===== src/rtl/if_stage_ctrl_pkg.sv =====
// Shared types for the fetch-stage sequencer: FSM state encoding and the NOP word
// that IF/ID holds after a flush.
package if_stage_ctrl_pkg;

  typedef enum logic [1:0] {
    ST_IDLE = 2'd0,
    ST_RUN  = 2'd1,
    ST_MISS = 2'd2,
    ST_DROP = 2'd3
  } if_state_e;

  localparam logic [31:0] NOP_INSTR = 32'h0000_0000;

endpackage


===== src/rtl/if_stage_ctrl_sat_counter.sv =====
// Enable-gated up-counter that sticks at all-ones instead of wrapping.
module if_stage_ctrl_sat_counter #(
  parameter int CNT_W = 16
) (
  input  logic             clk,
  input  logic             rst_n,
  input  logic             en,
  output logic [CNT_W-1:0] cnt
);

  logic [CNT_W-1:0] cnt_r;

  // count enabled cycles, holding at the maximum value
  always_ff @(posedge clk or negedge rst_n) begin
    if (!rst_n) begin
      cnt_r <= {CNT_W{1'b0}};
    end else if (en && (cnt_r != {CNT_W{1'b1}})) begin
      cnt_r <= cnt_r + {{(CNT_W-1){1'b0}}, 1'b1};
    end
  end

  assign cnt = cnt_r;

endmodule


===== src/rtl/if_stage_ctrl.sv =====
// Fetch-stage sequencer: arbitrates load-use stall, ID-stage branch redirect and
// multi-cycle imem misses. Define IF_CTRL_PERF_EN to build the stall/flush counters.
module if_stage_ctrl
  import if_stage_ctrl_pkg::*;
#(
  parameter int RS_W  = 5,
  parameter int CNT_W = 16
) (
  input  logic             clk_i,
  input  logic             rst_i,
  input  logic             start_i,
  input  logic [RS_W-1:0]  id_rs1_i,
  input  logic [RS_W-1:0]  id_rs2_i,
  input  logic [RS_W-1:0]  ex_rd_i,
  input  logic             ex_memread_i,
  input  logic             branch_taken_i,
  output logic             imem_req_o,
  input  logic             imem_ready_i,
  output logic             pc_write_o,
  output logic             ifid_stall_o,
  output logic             ifid_flush_o,
  output logic             idex_bubble_o,
  output logic [CNT_W-1:0] stall_cnt_o,
  output logic [CNT_W-1:0] flush_cnt_o
);

  if_state_e state_r;
  logic      lu_s;
  logic      req_s, pcw_s, stall_s, flush_s, bubble_s;

  assign lu_s = ex_memread_i && (ex_rd_i != {RS_W{1'b0}}) &&
                ((ex_rd_i == id_rs1_i) || (ex_rd_i == id_rs2_i));

  // state sequencing; dropping start_i parks the stage from any state
  always_ff @(posedge clk_i or negedge rst_i) begin
    if (!rst_i) begin
      state_r <= ST_IDLE;
    end else if (!start_i) begin
      state_r <= ST_IDLE;
    end else begin
      case (state_r)
        ST_IDLE: state_r <= ST_RUN;
        ST_RUN: begin
          if (lu_s)                state_r <= ST_RUN;
          else if (branch_taken_i) state_r <= imem_ready_i ? ST_RUN : ST_DROP;
          else if (!imem_ready_i)  state_r <= ST_MISS;
          else                     state_r <= ST_RUN;
        end
        ST_MISS: begin
          if (lu_s)                state_r <= ST_MISS;
          else if (branch_taken_i) state_r <= ST_DROP;
          else if (imem_ready_i)   state_r <= ST_RUN;
          else                     state_r <= ST_MISS;
        end
        ST_DROP: state_r <= imem_ready_i ? ST_RUN : ST_DROP;
        default: state_r <= ST_IDLE;
      endcase
    end
  end

  // pipeline controls; stall always wins over flush so both are never set together
  always_comb begin
    req_s    = 1'b0;
    pcw_s    = 1'b0;
    stall_s  = 1'b0;
    flush_s  = 1'b0;
    bubble_s = 1'b0;
    case (state_r)
      ST_RUN, ST_MISS: begin
        req_s = 1'b1;
        if (lu_s) begin
          stall_s  = 1'b1;
          bubble_s = 1'b1;
        end else if (branch_taken_i) begin
          pcw_s   = 1'b1;
          flush_s = 1'b1;
        end else if (imem_ready_i) begin
          pcw_s = 1'b1;
        end else begin
          flush_s = 1'b1;
        end
      end
      ST_DROP: begin
        req_s = 1'b1;
        if (lu_s) begin
          stall_s  = 1'b1;
          bubble_s = 1'b1;
        end else begin
          flush_s = 1'b1;
        end
      end
      default: begin
        flush_s = 1'b1;
      end
    endcase
  end

  assign imem_req_o    = req_s;
  assign pc_write_o    = pcw_s;
  assign ifid_stall_o  = stall_s;
  assign ifid_flush_o  = flush_s;
  assign idex_bubble_o = bubble_s;

`ifdef IF_CTRL_PERF_EN
  logic active_s;
  assign active_s = (state_r != ST_IDLE);

  if_stage_ctrl_sat_counter #(.CNT_W(CNT_W)) u_stall_cnt (
    .clk   (clk_i),
    .rst_n (rst_i),
    .en    (active_s && !pcw_s),
    .cnt   (stall_cnt_o)
  );

  if_stage_ctrl_sat_counter #(.CNT_W(CNT_W)) u_flush_cnt (
    .clk   (clk_i),
    .rst_n (rst_i),
    .en    (active_s && flush_s),
    .cnt   (flush_cnt_o)
  );
`else
  assign stall_cnt_o = {CNT_W{1'b0}};
  assign flush_cnt_o = {CNT_W{1'b0}};
`endif

endmodule


===== config.mk =====
export PLATFORM = sky130hd
export DESIGN_NAME = if_stage_ctrl
export DESIGN_NICKNAME = d
export VERILOG_FILES = /design/src/rtl/if_stage_ctrl_pkg.sv /design/src/rtl/if_stage_ctrl_sat_counter.sv /design/src/rtl/if_stage_ctrl.sv
export SDC_FILE = /design/constraint.sdc
export NUM_CORES = 1
export LEC_CHECK = 0
export ABC_AREA = 0
export BUFFER_PORTS_ARGS = -buffer_cell sky130_fd_sc_hd__buf_4
export CORE_UTILIZATION = 40
export DETAILED_ROUTE_END_ITERATION = 6
export GPL_TIMING_DRIVEN = 0
export HOLD_SLACK_MARGIN = 0.08
export PLACE_DENSITY_LB_ADDON = 0.05
export SLEW_MARGIN = 20
export SYNTH_ARGS = -nofsm -noshare
export SYNTH_HDL_FRONTEND = slang
export SYNTH_HIERARCHICAL = 1
export SYNTH_SLANG_ARGS = --single-unit
export TNS_END_PERCENT = 20

===== constraint.sdc =====
create_clock -name clk_i -period 2.1 [get_ports clk_i]
set_input_delay 0.105 -clock clk_i [delete_from_list [all_inputs] [get_ports clk_i]]
set_output_delay 0.105 -clock clk_i [all_outputs]
set_load 0.02 [all_outputs]

==> flow_results.org <==
** Timing
- Static timing analysis puts the maximum clock frequency at 0.631 GHz.
- Setup violations remaining at the end of the flow were counted as 0.
- Setup total negative slack on the finished layout was measured at 0 ns.
- Layout Skew :: 0.00444 ns
- The count of final max-slew check failures was 0.
- Unrepaired setup endpoints after global routing :: no
- Tcrit/Tclk final :: 75.4%
- The hold violation total from the final report was 0.
- Shortest clock period the worst path allows after layout :: 1.58 ns

** Finish
- More flip-flops sit in one register than any other, and that register is state_r.
- The register with the most flip-flops in the layout has 2 of them.
- Net count of the finished layout :: 167
- Commonest non-fill, non-tap cell in the layout :: buf_4
- Post-synthesis to final-layout area growth :: 55.7%
- Post-route core utilization :: 66.2%
- Number of diodes added for antenna fixing :: 0
- Leaving out fill and tap cells, the most frequent cells in the layout are buf_4, conb_1, xor2_1, nor2_1, inv_1.
- Biggest registers after layout :: state_r x2
- Share of cells above drive strength 1 :: 49.3%

** Pwr
- Leak pwr :: 0.000580 uW
- IR analysis of the VDD net gives a maximum drop of 0.178 mV.
- The design draws 338 uW.
- Cell Pwr Density :: 339 mW/mm^2

** Global routing
- Via count of the first global-routing pass :: 475
- Global-route usage over all layers :: 12.7%
- Initial antenna violation count :: 0
- Largest net degree at the start of global routing :: 6
- Global-route wire length before repair :: 1.73 mm
- The total overflow left after global routing is 0.

** Placed design
- The wire-length estimate of the detail-placed layout is 982 um.
- IO Port Bufs :: 25
- Gpl congestion :: 0.751

** Route
- Post-detailed-route wirelength per cell :: 7.00 um
- Detailed router's first-iteration violation count :: 7
- Total number of vias :: 574
- Routed length on met3 :: 116 um
- The first detailed-routing pass ran for 4 iterations.
- Post-Route WL :: 1.09 mm
- Met1 Routed Length :: 398 um
- Detail Route Antenna Nets :: 0
- Routed vias/inst :: 3.68
- Routed signal wires occupy layers up through met4.
- For this run, design rule violations remaining after detail routing come to 0.
- Met2 routed WL :: 561 um

** Synth
- Post-synthesis area per instance :: 8.01 um^2
- Count of unique library cells instantiated by Yosys :: 21
- The share of the Yosys chip area taken by registers is 7.81%.
- Register bit total from synthesis :: 2
- Synthesis produced a netlist whose cell count is 80.
- The cell area that synthesis handed to floorplanning was 641 um^2.
- During synthesis, Yosys emitted a total of 6 warnings.

** Clocking
- Post-CTS repair changed the size of 0 cells.
- Clock-pin slew was measured on the worst setup and hold paths at 0.03 ns.
- Clock tree synthesis selected as its root buffer the cell clkbuf_4.
- For this design, the sink count on the clock tree is 2.
- The later pin in the worst-skew pair is clocked with a latency of 0.23 ns.
- TritonCTS built the clock tree.
- In this run the number of H-tree levels came out at 1.
- In this run, CTS created clock tree buffers numbering 3.
- After clock tree synthesis, the setup repair step added 0 buffers.
- Longest Clk Path Bufs :: 2

** Floorplan
- Core footprint :: 0.00151 mm^2
- Number of placement rows :: 14
- Die extent in x :: 42.0 um
- Die height :: 42.0 um
- Overall die area :: 0.00177 mm^2
- During I/O placement, the number of pins put on the boundary was 58.
- Effective utilization at floorplan :: 42.5%

** Worst setup path
- Cell chain of the critical path :: buf_4 -> or4_4 -> o21ai_4 -> or2_1 -> nor2_1 -> buf_4 -> buf_4
- The worst setup path is launched from an input port.
- CP required :: 2.00 ns
- Critical path start-end classification :: input port to output pin
- Delay of the slowest cell on the worst path :: 0.54 ns
- The number of buffers and inverters on the critical path is 3.
- Maximum fanout along the worst path :: 4
- Worst path top cell family by delay :: simple AND/OR/NAND/NOR gates
- Data arrives at the worst endpoint at 1.48 ns.
- STA classifies the critical path endpoint as an output pin.
- Among the stages of the critical path, the cell type that occurs most often is buf_4.
- Max stage delay cell, worst path :: or4_4

** Status
- Outcome :: completed

** Min path
- The tightest min-delay check is of the input port to flip-flop type.

** Run
- Max_cap viols :: 0
[per-stage QoR]
step	instance area [um^2]	worst slack (ns)	cells	hold slack [ns]
floorplan	757	0.583	111	-0.191
global placement	965	0.519	152	-0.113
detailed placement	965	0.507	152	-0.111
CTS	997	0.507	156	0.122
global route	997	0.447	156	0.128
finish	997	0.516	156	0.127
[synth_stat cells (all sizes together)]
library cell	instances	area share, %
buf	33	39
xor2	10	14
nor2	6	3.5
inv	5	2.9
nor3	5	5.5
ha	4	7.8
o21ai	4	4.9
a221oi	2	4.7
dfrtp	2	7.8
a21oi	1	0.78
a22oi	1	2.0
conb	1	0.59
nand2	1	0.59
nand2b	1	0.98
nor4	1	0.98
o31ai	1	2.0
or2	1	0.98
or4	1	1.8
[power by group]
| group | leakage (uW) | switching, uW | internal (uW) |
|---|---|---|---|
| logic | 0.000540 | 111 | 96.7 |
| registers | 0.0000264 | 1.79 | 40.8 |
| clock network | 0.0000138 | 24.7 | 63.3 |
[repair_timing]
item,4_1_cts,5_1_grt
hold buffers,1,0
setup endpoints to repair,0,0
endpoints found under the hold margin,2,0
[cell families (layout without fill, tap and decap cells)]
logic type / after synthesis / in the layout / synth area share, %
flops: 2 / 2 / 7.81
fa+ha+maj: 4 / 4 / 7.81
simple gates: 16 / 16 / 14.3
xor+xnor: 10 / 10 / 13.7
buf+inv: 38 / 67 / 41.6
other cells: 1 / 32 / 0.585
compound gates: 9 / 9 / 14.3
[final timing paths]
check,from,endpoint,slack (ns),cells after the start
setup / recovery,ex_rd_i[0],ifid_stall_o,0.52,7
hold / removal,start_i,state_r[0],0.13,3
setup reg to reg,state_r[0],state_r[1],0.61,7
hold reg to reg,state_r[1],state_r[1],0.79,3
max in group asynchronous,rst_i,state_r[0],1.81,2
min in group asynchronous,rst_i,state_r[1],0.20,2
[final cells by class]
cell class | instances | area [um^2]
clock buffers | 3 | 22.5
plain buffers | 33 | 248
fillers | 137 | 509
multi-input cells | 71 | 440
flip-flops and latches | 2 | 50.0
repair buffers | 26 | 198
inverters | 5 | 18.8
well taps | 16 | 20.0
[routing by layer]
metal,GRT usage (%),vias to the layer above
met5,0,-
met4,7.50,0
met3,3.02,2
met2,23.1,30
met1,13.0,226
li1,-,316
[worst register-to-register path: stages (launching register included)]
cell	delay, ns
dfrtp_1	0.37
inv_1	0.07
ha_1	0.24
inv_1	0.10
nand2_1	0.10
nor3_2	0.17
o31ai_2	0.10
a221oi_2	0.26
Note: power is estimated with default switching activity, not from simulation.
